--- src/rtl/fifo_serial_tx_if.sv ---
// Handshake bundle between the byte fifo read port and the serial transmitter.
// The transmitter takes the slave side; the fifo/driver side takes master.
interface fifo_serial_tx_if #(
   parameter int DATA_W = 8
);
   logic              tx_en;
   logic              fifo_empty;
   logic [DATA_W-1:0] out_d;
   logic              read_flg;
   logic              tx_line;
   logic              busy;
   logic              byte_done;

   modport master (
      output tx_en, fifo_empty, out_d,
      input  read_flg, tx_line, busy, byte_done
   );

   modport slave (
      input  tx_en, fifo_empty, out_d,
      output read_flg, tx_line, busy, byte_done
   );
endinterface

--- src/rtl/fifo_serial_tx.sv ---
// Drains the fifo one word at a time and sends each word as an async serial
// frame: one start bit, DATA_W data bits LSB first, STOP_BITS stop bits.
module fifo_serial_tx #(
   parameter int DATA_W       = 8,
   parameter int CLKS_PER_BIT = 4,
   parameter int STOP_BITS    = 1,
   parameter int RD_LAT       = 1
) (
   input  logic             out_clk,
   input  logic             reset,
   fifo_serial_tx_if.slave  bus
);
   localparam int STOP_LEN = STOP_BITS * CLKS_PER_BIT;
   localparam int CNT_W    = $clog2(STOP_LEN + CLKS_PER_BIT + RD_LAT + 2);
   localparam int BIT_W    = (DATA_W > 1) ? $clog2(DATA_W) : 1;

   localparam logic [CNT_W-1:0] BIT_LAST  = CNT_W'(CLKS_PER_BIT - 1);
   localparam logic [CNT_W-1:0] STOP_LAST = CNT_W'(STOP_LEN - 1);
   localparam logic [CNT_W-1:0] STOP_PRE  = CNT_W'(STOP_LEN - 2);
   localparam logic [CNT_W-1:0] WAIT_CAP  = CNT_W'(RD_LAT - 1);
   localparam logic [CNT_W-1:0] WAIT_LAST = CNT_W'(RD_LAT);
   localparam logic [BIT_W-1:0] DATA_LAST = BIT_W'(DATA_W - 1);

   typedef enum logic [2:0] {
      ST_IDLE  = 3'd0,
      ST_POP   = 3'd1,
      ST_WAIT  = 3'd2,
      ST_START = 3'd3,
      ST_DATA  = 3'd4,
      ST_STOP  = 3'd5
   } state_t;

   state_t            state;
   logic [CNT_W-1:0]  cnt;
   logic [BIT_W-1:0]  bit_cnt;
   logic [DATA_W-1:0] shreg;
   logic [DATA_W-1:0] shreg_next;
   logic              pop_req;

   assign pop_req    = bus.tx_en & ~bus.fifo_empty;
   assign shreg_next = shreg >> 1;

   // Frame sequencer; outputs are set one edge ahead so they appear registered
   // in the same cycle the state describes.
   always_ff @(posedge out_clk or posedge reset) begin
      if (reset) begin
         state         <= ST_IDLE;
         cnt           <= '0;
         bit_cnt       <= '0;
         shreg         <= '0;
         bus.read_flg  <= 1'b0;
         bus.tx_line   <= 1'b1;
         bus.busy      <= 1'b0;
         bus.byte_done <= 1'b0;
      end else begin
         case (state)
            ST_IDLE: begin
               bus.tx_line   <= 1'b1;
               bus.byte_done <= 1'b0;
               cnt           <= '0;
               if (pop_req) begin
                  state        <= ST_POP;
                  bus.read_flg <= 1'b1;
                  bus.busy     <= 1'b1;
               end else begin
                  state        <= ST_IDLE;
                  bus.read_flg <= 1'b0;
                  bus.busy     <= 1'b0;
               end
            end
            ST_POP: begin
               bus.read_flg <= 1'b0;
               cnt          <= '0;
               state        <= ST_WAIT;
            end
            ST_WAIT: begin
               // Capture lands RD_LAT edges after the pop; the start bit goes
               // out one edge later, giving the RD_LAT+2 idle gap.
               if (cnt == WAIT_CAP) begin
                  shreg <= bus.out_d;
               end
               if (cnt == WAIT_LAST) begin
                  state       <= ST_START;
                  bus.tx_line <= 1'b0;
                  cnt         <= '0;
               end else begin
                  cnt <= cnt + CNT_W'(1);
               end
            end
            ST_START: begin
               if (cnt == BIT_LAST) begin
                  state       <= ST_DATA;
                  bus.tx_line <= shreg[0];
                  bit_cnt     <= '0;
                  cnt         <= '0;
               end else begin
                  cnt <= cnt + CNT_W'(1);
               end
            end
            ST_DATA: begin
               if (cnt == BIT_LAST) begin
                  cnt <= '0;
                  if (bit_cnt == DATA_LAST) begin
                     state         <= ST_STOP;
                     bus.tx_line   <= 1'b1;
                     bit_cnt       <= '0;
                     bus.byte_done <= (STOP_LEN == 1);
                  end else begin
                     bit_cnt     <= bit_cnt + BIT_W'(1);
                     shreg       <= shreg_next;
                     bus.tx_line <= shreg_next[0];
                  end
               end else begin
                  cnt <= cnt + CNT_W'(1);
               end
            end
            ST_STOP: begin
               bus.tx_line <= 1'b1;
               if (cnt == STOP_LAST) begin
                  // Last stop cycle doubles as the next pop decision point.
                  bus.byte_done <= 1'b0;
                  cnt           <= '0;
                  if (pop_req) begin
                     state        <= ST_POP;
                     bus.read_flg <= 1'b1;
                     bus.busy     <= 1'b1;
                  end else begin
                     state    <= ST_IDLE;
                     bus.busy <= 1'b0;
                  end
               end else begin
                  cnt           <= cnt + CNT_W'(1);
                  bus.byte_done <= (STOP_LEN > 1) && (cnt == STOP_PRE);
               end
            end
            default: begin
               state         <= ST_IDLE;
               cnt           <= '0;
               bit_cnt       <= '0;
               bus.read_flg  <= 1'b0;
               bus.tx_line   <= 1'b1;
               bus.busy      <= 1'b0;
               bus.byte_done <= 1'b0;
            end
         endcase
      end
   end
endmodule

--- src/flat_wrapper.sv ---
// flat-port wrapper written by rule: the top's interface ports become plain ports
module fifo_serial_tx_flat 
#(
   parameter int DATA_W       = 8,
   parameter int CLKS_PER_BIT = 4,
   parameter int STOP_BITS    = 1,
   parameter int RD_LAT       = 1
)
  (out_clk, reset, bus_tx_en, bus_fifo_empty, bus_out_d, bus_read_flg, bus_tx_line, bus_busy, bus_byte_done);
  fifo_serial_tx_if #(.DATA_W(DATA_W)) bus_i ();
  input  logic out_clk;
  input  logic reset;
  input wire logic [$bits(bus_i.tx_en)-1:0] bus_tx_en;
  input wire logic [$bits(bus_i.fifo_empty)-1:0] bus_fifo_empty;
  input wire logic [$bits(bus_i.out_d)-1:0] bus_out_d;
  output wire logic [$bits(bus_i.read_flg)-1:0] bus_read_flg;
  output wire logic [$bits(bus_i.tx_line)-1:0] bus_tx_line;
  output wire logic [$bits(bus_i.busy)-1:0] bus_busy;
  output wire logic [$bits(bus_i.byte_done)-1:0] bus_byte_done;
  assign bus_i.tx_en = bus_tx_en;
  assign bus_i.fifo_empty = bus_fifo_empty;
  assign bus_i.out_d = bus_out_d;
  assign bus_read_flg = bus_i.read_flg;
  assign bus_tx_line = bus_i.tx_line;
  assign bus_busy = bus_i.busy;
  assign bus_byte_done = bus_i.byte_done;
  fifo_serial_tx #(.DATA_W(DATA_W), .CLKS_PER_BIT(CLKS_PER_BIT), .STOP_BITS(STOP_BITS), .RD_LAT(RD_LAT)) u_core (.out_clk(out_clk), .reset(reset), .bus(bus_i));
endmodule
--- config.mk ---
export PLATFORM = sky130hd
export DESIGN_NAME = fifo_serial_tx_flat
export DESIGN_NICKNAME = d
export VERILOG_FILES = /design/src/rtl/fifo_serial_tx_if.sv /design/src/rtl/fifo_serial_tx.sv /design/src/flat_wrapper.sv
export SDC_FILE = /design/constraint.sdc
export NUM_CORES = 1
export LEC_CHECK = 0
export ABC_AREA = 0
export CAP_MARGIN = 25
export CORE_ASPECT_RATIO = 0.6
export CORE_UTILIZATION = 30
export DETAILED_ROUTE_END_ITERATION = 8
export PLACE_DENSITY_LB_ADDON = 0.1
export SLEW_MARGIN = 20
export SYNTH_ARGS = -nofsm -noshare
export SYNTH_HDL_FRONTEND = slang
export SYNTH_SLANG_ARGS = --single-unit
export TNS_END_PERCENT = 1
--- constraint.sdc ---
create_clock -name out_clk -period 1.9 [get_ports out_clk]
set_input_delay 0.38 -clock out_clk [delete_from_list [all_inputs] [get_ports out_clk]]
set_output_delay 0.38 -clock out_clk [all_outputs]
set_load 0.05 [all_outputs]
# Word level (Yosys, flattened, before mapping)

Index checks and enable logic that the tools add are counted.

Latch bits: 0
Bits in read-only memories: 0
Memories kept: 0
Input bits: 12
Memory bits (writable): 0
Output and inout bits: 4
Register bits after elaboration: 22

Bitwise logic cells: 7
Reduce and logical (&&, ||, !) cells: 15
Order comparisons: 0
$add $sub $neg: 2
$mul: 0
Shifts and indexed selects: 0
Equal/unequal tests: 17
Div/mod/pow operators: 0
Multiplexer cells: 33

Operator list:

| cell                                                                     | count |
|---|---|
| 3-bit 2-to-1 mux                                                         | 8 |
| 8-bit 2-to-1 mux                                                         | 3 |
| 3-bit case mux with 6 select lines                                       | 1 |
| 8-bit case mux with 2 select lines                                       | 1 |
| 2-bit by 1-bit inequality test with 1-bit output (second input constant) | 7 |
| 1-bit 2-to-1 mux                                                         | 12 |
| 3-bit == test (second input constant)                                    | 3 |
| 1-bit case mux with 3 select lines                                       | 3 |
| 3-bit case mux with 3 select lines                                       | 1 |
| 3-bit AND reduction                                                      | 3 |
| 3-bit OR reduction                                                       | 3 |
| 4-bit by 2-bit == test with 1-bit output (second input constant)         | 2 |
| 4-bit 2-to-1 mux                                                         | 2 |
| 4-bit case mux with 2 select lines                                       | 1 |
| 4-bit AND reduction                                                      | 2 |
| 4-bit OR reduction                                                       | 2 |
| 3-bit by 2-bit == test with 1-bit output (second input constant)         | 2 |
| 1-bit NOT                                                                | 6 |
| 5-bit AND reduction                                                      | 1 |
| 4-bit by 1-bit adder with 4-bit output (second input constant)           | 1 |
| 4-bit by 1-bit == test with 1-bit output (second input constant)         | 1 |
| 4-bit zero test                                                          | 1 |
| 1-bit case mux with 4 select lines                                       | 1 |
| 3-bit by 1-bit adder with 3-bit output (second input constant)           | 1 |
| 6 further kinds                                                          | 6 |

# Depth between registers and ports, before layout

Gate-level depths: netlist of the first run.

Word-level depth: 5
Gate-level depth with buffers: 7
Mapped depth without buffers: 6

# Worst setup path before layout of the first run

No wires, ideal clock.

Path type: register -> register
Start: reg u_core.bit_cnt[0]
End: reg u_core.shreg[0]
Path buffers: 1
Stages on the path, launching flop included: 8
Path slack: 287 ps
Clock period less this slack: 1613 ps
Arrival: 1483 ps
Cell sequence: dfrtp_1 > ha_1 > ha_1 > and4bb_1 > o211ai_2 > buf_2 > nand2_1 > o21ai_1

Word-level cells in the longest chain between the ends: 3

RTL lines:

| element                                | RTL line              | RTL |
|---|---|---|
| start: declaration                     | fifo_serial_tx.sv:35  | `logic [BIT_W-1:0] bit_cnt;` |
| start signal: assignment               | fifo_serial_tx.sv:109 | `bit_cnt <= bit_cnt + BIT_W'(1);` |
| 3-bit == test                          | fifo_serial_tx.sv:103 | `if (bit_cnt == DATA_LAST) begin` |
| 2-bit inequality test (no source line) | -                     |  |
| 4-bit AND reduction (no source line)   | -                     |  |
| end signal: assignment                 | fifo_serial_tx.sv:80  | `shreg <= bus.out_d;` |
| end signal: assignment                 | fifo_serial_tx.sv:110 | `shreg <= shreg_next;` |
| end: declaration                       | fifo_serial_tx.sv:36  | `logic [DATA_W-1:0] shreg;` |

No other way between the ends.
A chain may end at the register's enable or synchronous reset.

# Worst setup path in the final report of the first run

Start: reg u_core.bus.read_flg
End: out bus_read_flg

RTL lines:

| element                  | RTL line                | RTL |
|---|---|---|
| start: declaration       | fifo_serial_tx_if.sv:21 | `output read_flg, tx_line, busy, byte_done` |
| start signal: assignment | fifo_serial_tx.sv:51    | `bus.read_flg <= 1'b0;` |
| start signal: assignment | fifo_serial_tx.sv:63    | `bus.read_flg <= 1'b1;` |
| start signal: assignment | fifo_serial_tx.sv:67    | `bus.read_flg <= 1'b0;` |
| end: declaration         | flat_wrapper.sv:16      | `output wire logic [$bits(bus_i.read_flg)-1:0] bus_read_flg;` |

No word-level cell between the ends.

==> results of run 1 <==
==> repair_timing <==
| item | 4_1_cts | 5_1_grt |
|---|---|---|
| endpoints found under the setup margin | 0 | 8 |
| resized for setup | 0 | 1 |
| endpoints found under the hold margin | 0 | 0 |
==> cell usage in the layout (no fill, tap or decap), types with 2 or more instances in the layout <==
cell             netlist  layout
inv_1                 10      10
dfrtp_1               21      21
nor2_1                 7       7
ha_1                   7       7
o21ai_1               14      14
clkdlybuf4s50_1        0      12
buf_4                  0      13
o21ai_0                4       4
nand2b_1               2       2
o211ai_1               2       2
clkbuf_8               0       3
o31ai_1                3       3
a21oi_1                7       7
mux2i_1               10      10
and4bb_1               2       2
nand2_1               17      17
==> state kept, by name (all words and copies together), names as in the netlist <==
| register | count |
|---|---|
| u_core.state | 3 |
| u_core.bus.read_flg | 1 |
| u_core.cnt | 4 |
| u_core.bus.tx_line | 1 |
| u_core.bit_cnt | 3 |
| u_core.bus.byte_done | 1 |
| u_core.shreg | 8 |
| u_core.bus.busy | 1 |
==> power by group through the flow <==
stage | Clock, µW | Combinational [µW] | Sequential, µW
floorplan | 0 | 758 | 868
global placement | 0 | 1150 | 808
detailed placement | 0 | 1150 | 810
CTS | 459 | 1160 | 800
global route | 474 | 1310 | 831
finish | 441 | 1180 | 799
==> cells in the mapped netlist, types with 2 or more instances <==
master	count	share of area
o31ai_1	3	0.017
mux2i_1	10	0.076
buf_2	4	0.015
and4bb_1	2	0.019
dfrtp_1	21	0.40
buf_6	2	0.017
nor2_1	7	0.020
ha_1	7	0.066
nand2b_1	2	0.0095
a21oi_1	7	0.026
inv_1	10	0.028
o21ai_0	4	0.015
o211ai_1	2	0.011
nand2_1	17	0.048
o21ai_1	14	0.053
==> per-stage QoR <==
step	hold slack (ns)	area, µm²	util	instances
6_report	0.455	1650	0.397	219
5_1_grt	0.514	1650	0.397	219
4_1_cts	0.461	1650	0.395	219
3_5_place_dp	0.468	1570	0.378	215
3_3_place_gp	0.453	1570	0.378	215
2_1_floorplan	0.368	1320	-	136
==> metal layers <==
layer / vias to the layer above / GRT usage / wire (µm)
met5: - / 0 / 0
met4: 0 / 0.0246 / 7
met3: 2 / 0.0421 / 133
met2: 17 / 0.195 / 1110
met1: 483 / 0.217 / 1640
li1: 529 / - / -
==> kinds of logic (layout without fill, tap and decap cells) <==
group | after synthesis | count (layout) | share of synthesized area
AO/OA/AOI/OAI | 42 | 42 | 0.212
XOR/XNOR | 1 | 1 | 0.00662
adder cells (fa/ha/maj) | 7 | 7 | 0.0662
buffers and inverters | 16 | 39 | 0.0605
flip-flops | 22 | 22 | 0.417
multiplexers | 11 | 11 | 0.0841
AND/OR/NAND/NOR | 37 | 37 | 0.154
==> worst max-delay path by stage <==
stage                         from         endpoint  depth (start not counted)
2_1_floorplan    u_core.bit_cnt[0]  u_core.shreg[0]                          7
4_1_cts          u_core.bit_cnt[0]  u_core.shreg[2]                          5
3_3_place_gp     u_core.bit_cnt[0]  u_core.shreg[0]                          5
6_report       u_core.bus.read_flg     bus_read_flg                          1
3_5_place_dp     u_core.bit_cnt[0]  u_core.shreg[2]                          5
5_1_grt          u_core.bit_cnt[0]  u_core.shreg[0]                          6
==> cell type report <==
cell class / instances / area share
well taps: 60 / 0.0454
flip-flops and latches: 22 / 0.334
multi-input cells: 98 / 0.424
repair buffers: 25 / 0.132
clock inverters: 1 / 0.0182
clock buffers: 3 / 0.0250
inverters: 10 / 0.0227
==> impl_metrics.env, run 1 <==
export IMPL_place_ws_ns=0.0991
export IMPL_finalHoldViolations=0
export IMPL_combPwrFrac=0.487
export IMPL_peakVddDrop_mv=0.401
export IMPL_crit_buf_inv=1
export IMPL_total_power_uw=2420
export IMPL_crit_path_max_incr_delay_ns=0.80
export IMPL_die_h_um=53.5
export IMPL_worst_setup_path_type="reg -> out"
export IMPL_reg2regPathDepth=6
export IMPL_core_area_mm2=0.00417
export IMPL_ys_seq_elements=22
export IMPL_numCtsBuffers=3
export IMPL_antenna_cells=0
export IMPL_drt_iter0_drc=62
export IMPL_io_buffers=15
export IMPL_timing_rr_end="u_core.bus.tx_line"
export IMPL_setup_ws_ns=0.117
export IMPL_drc_errors=0
export IMPL_cts_sinks=22
export IMPL_syn_cell_area_mm2=0.00132
export IMPL_hp_class="in -> async"
export IMPL_drive_gt1_frac=0.157
export IMPL_cp_max_fo=2
export IMPL_finClkSkew_ns=0.000843
export IMPL_postRouteAntennaNets=0
export IMPL_fillers=417
export IMPL_maxSlewViolCount=0
export IMPL_cts_tree="built"
export IMPL_h_tree_depth=1
export IMPL_critPathLaunchType="register"
export IMPL_grt_usage=0.143
export IMPL_first_global_vias=996
export IMPL_synth_distinct_cells=39
export IMPL_cp_end_kind="output pin"
export IMPL_regToRegStartpoint="u_core.cnt[0]"
export IMPL_insertion_delay_ns=0.26
export IMPL_wl_mm=2.89
export IMPL_seq_area_um2=552
export IMPL_grt_max_degree=23
export IMPL_p_leak_uw=0.000781
export IMPL_synthFlopType="dfrtp_1"
export IMPL_die_area_mm2=0.00469
export IMPL_crit_family="buffers and inverters"
export IMPL_syn_area_per_cell_um2=9.73
export IMPL_via_count=1031
export IMPL_reg2reg_slack_ns=0.18
export IMPL_syn_inst=136
export IMPL_power_density_mw_per_mm2=1460
export IMPL_area_growth_pct=25.0
export IMPL_path_clk_slew_ns=0.08
export IMPL_seq_power_share=0.330
export IMPL_async_reset_ff_frac=1.00
export IMPL_multi_input_area_um2=701
export IMPL_ys_seq_area_frac=0.417
export IMPL_cts_root_buffer="clkbuf_8"
export IMPL_finalSetupTns_ns=0
export IMPL_ctsHoldBuffers=0
export IMPL_yosys_warnings=0
export IMPL_clkPwrFrac=0.182
export IMPL_fmax_mhz=561
export IMPL_dp_hpwl_mm=2.18
export IMPL_wl_per_cell_um=13.2
export IMPL_status="completed"
export IMPL_grt_pass1_wl_mm=4.95
export IMPL_setup_viol=0
export IMPL_path_cells="clkdlybuf4s50_1"
export IMPL_cp_arrival_ns=1.40
export IMPL_post_cts_buffers=0
export IMPL_swShare=0.410
export IMPL_timing_final_crit_share=0.939
export IMPL_io_pins=16
export IMPL_start_util=0.318
export IMPL_max_clock_path_buffers=2
export IMPL_final_min_clock_period_ns=1.78
export IMPL_gr_total_overflow=0
export IMPL_relSlewSlack=0.673
export IMPL_grt_setup_unrepaired="false"
export IMPL_max_cap_violations=0
export IMPL_synthesis_nets=155
export IMPL_p_int_uw=1430
export IMPL_antenna_found_initial=0
export IMPL_switching_power_uw=991
export IMPL_routed_via_density=4.71
export IMPL_worst_path_max_delay_cell="clkdlybuf4s50_1"
export IMPL_worst_pin_slew_ns=0.488
export IMPL_critical_path_required_ns=1.52
export IMPL_globalplace_congestion=0.749
export IMPL_num_rows=18
export IMPL_dr_pass1_iters=4
export IMPL_die_w_um=87.8
export IMPL_synth_edf_count=0
export IMPL_fin_nets=179
No activity file was read; power rests on OpenSTA's default activity.
==> inputs of run 2 (changes only) <==
CORE_MARGIN = 1   (was default)
==> results of run 2 <==
The final DEF is identical to that of run 1; final timing and power are the same.
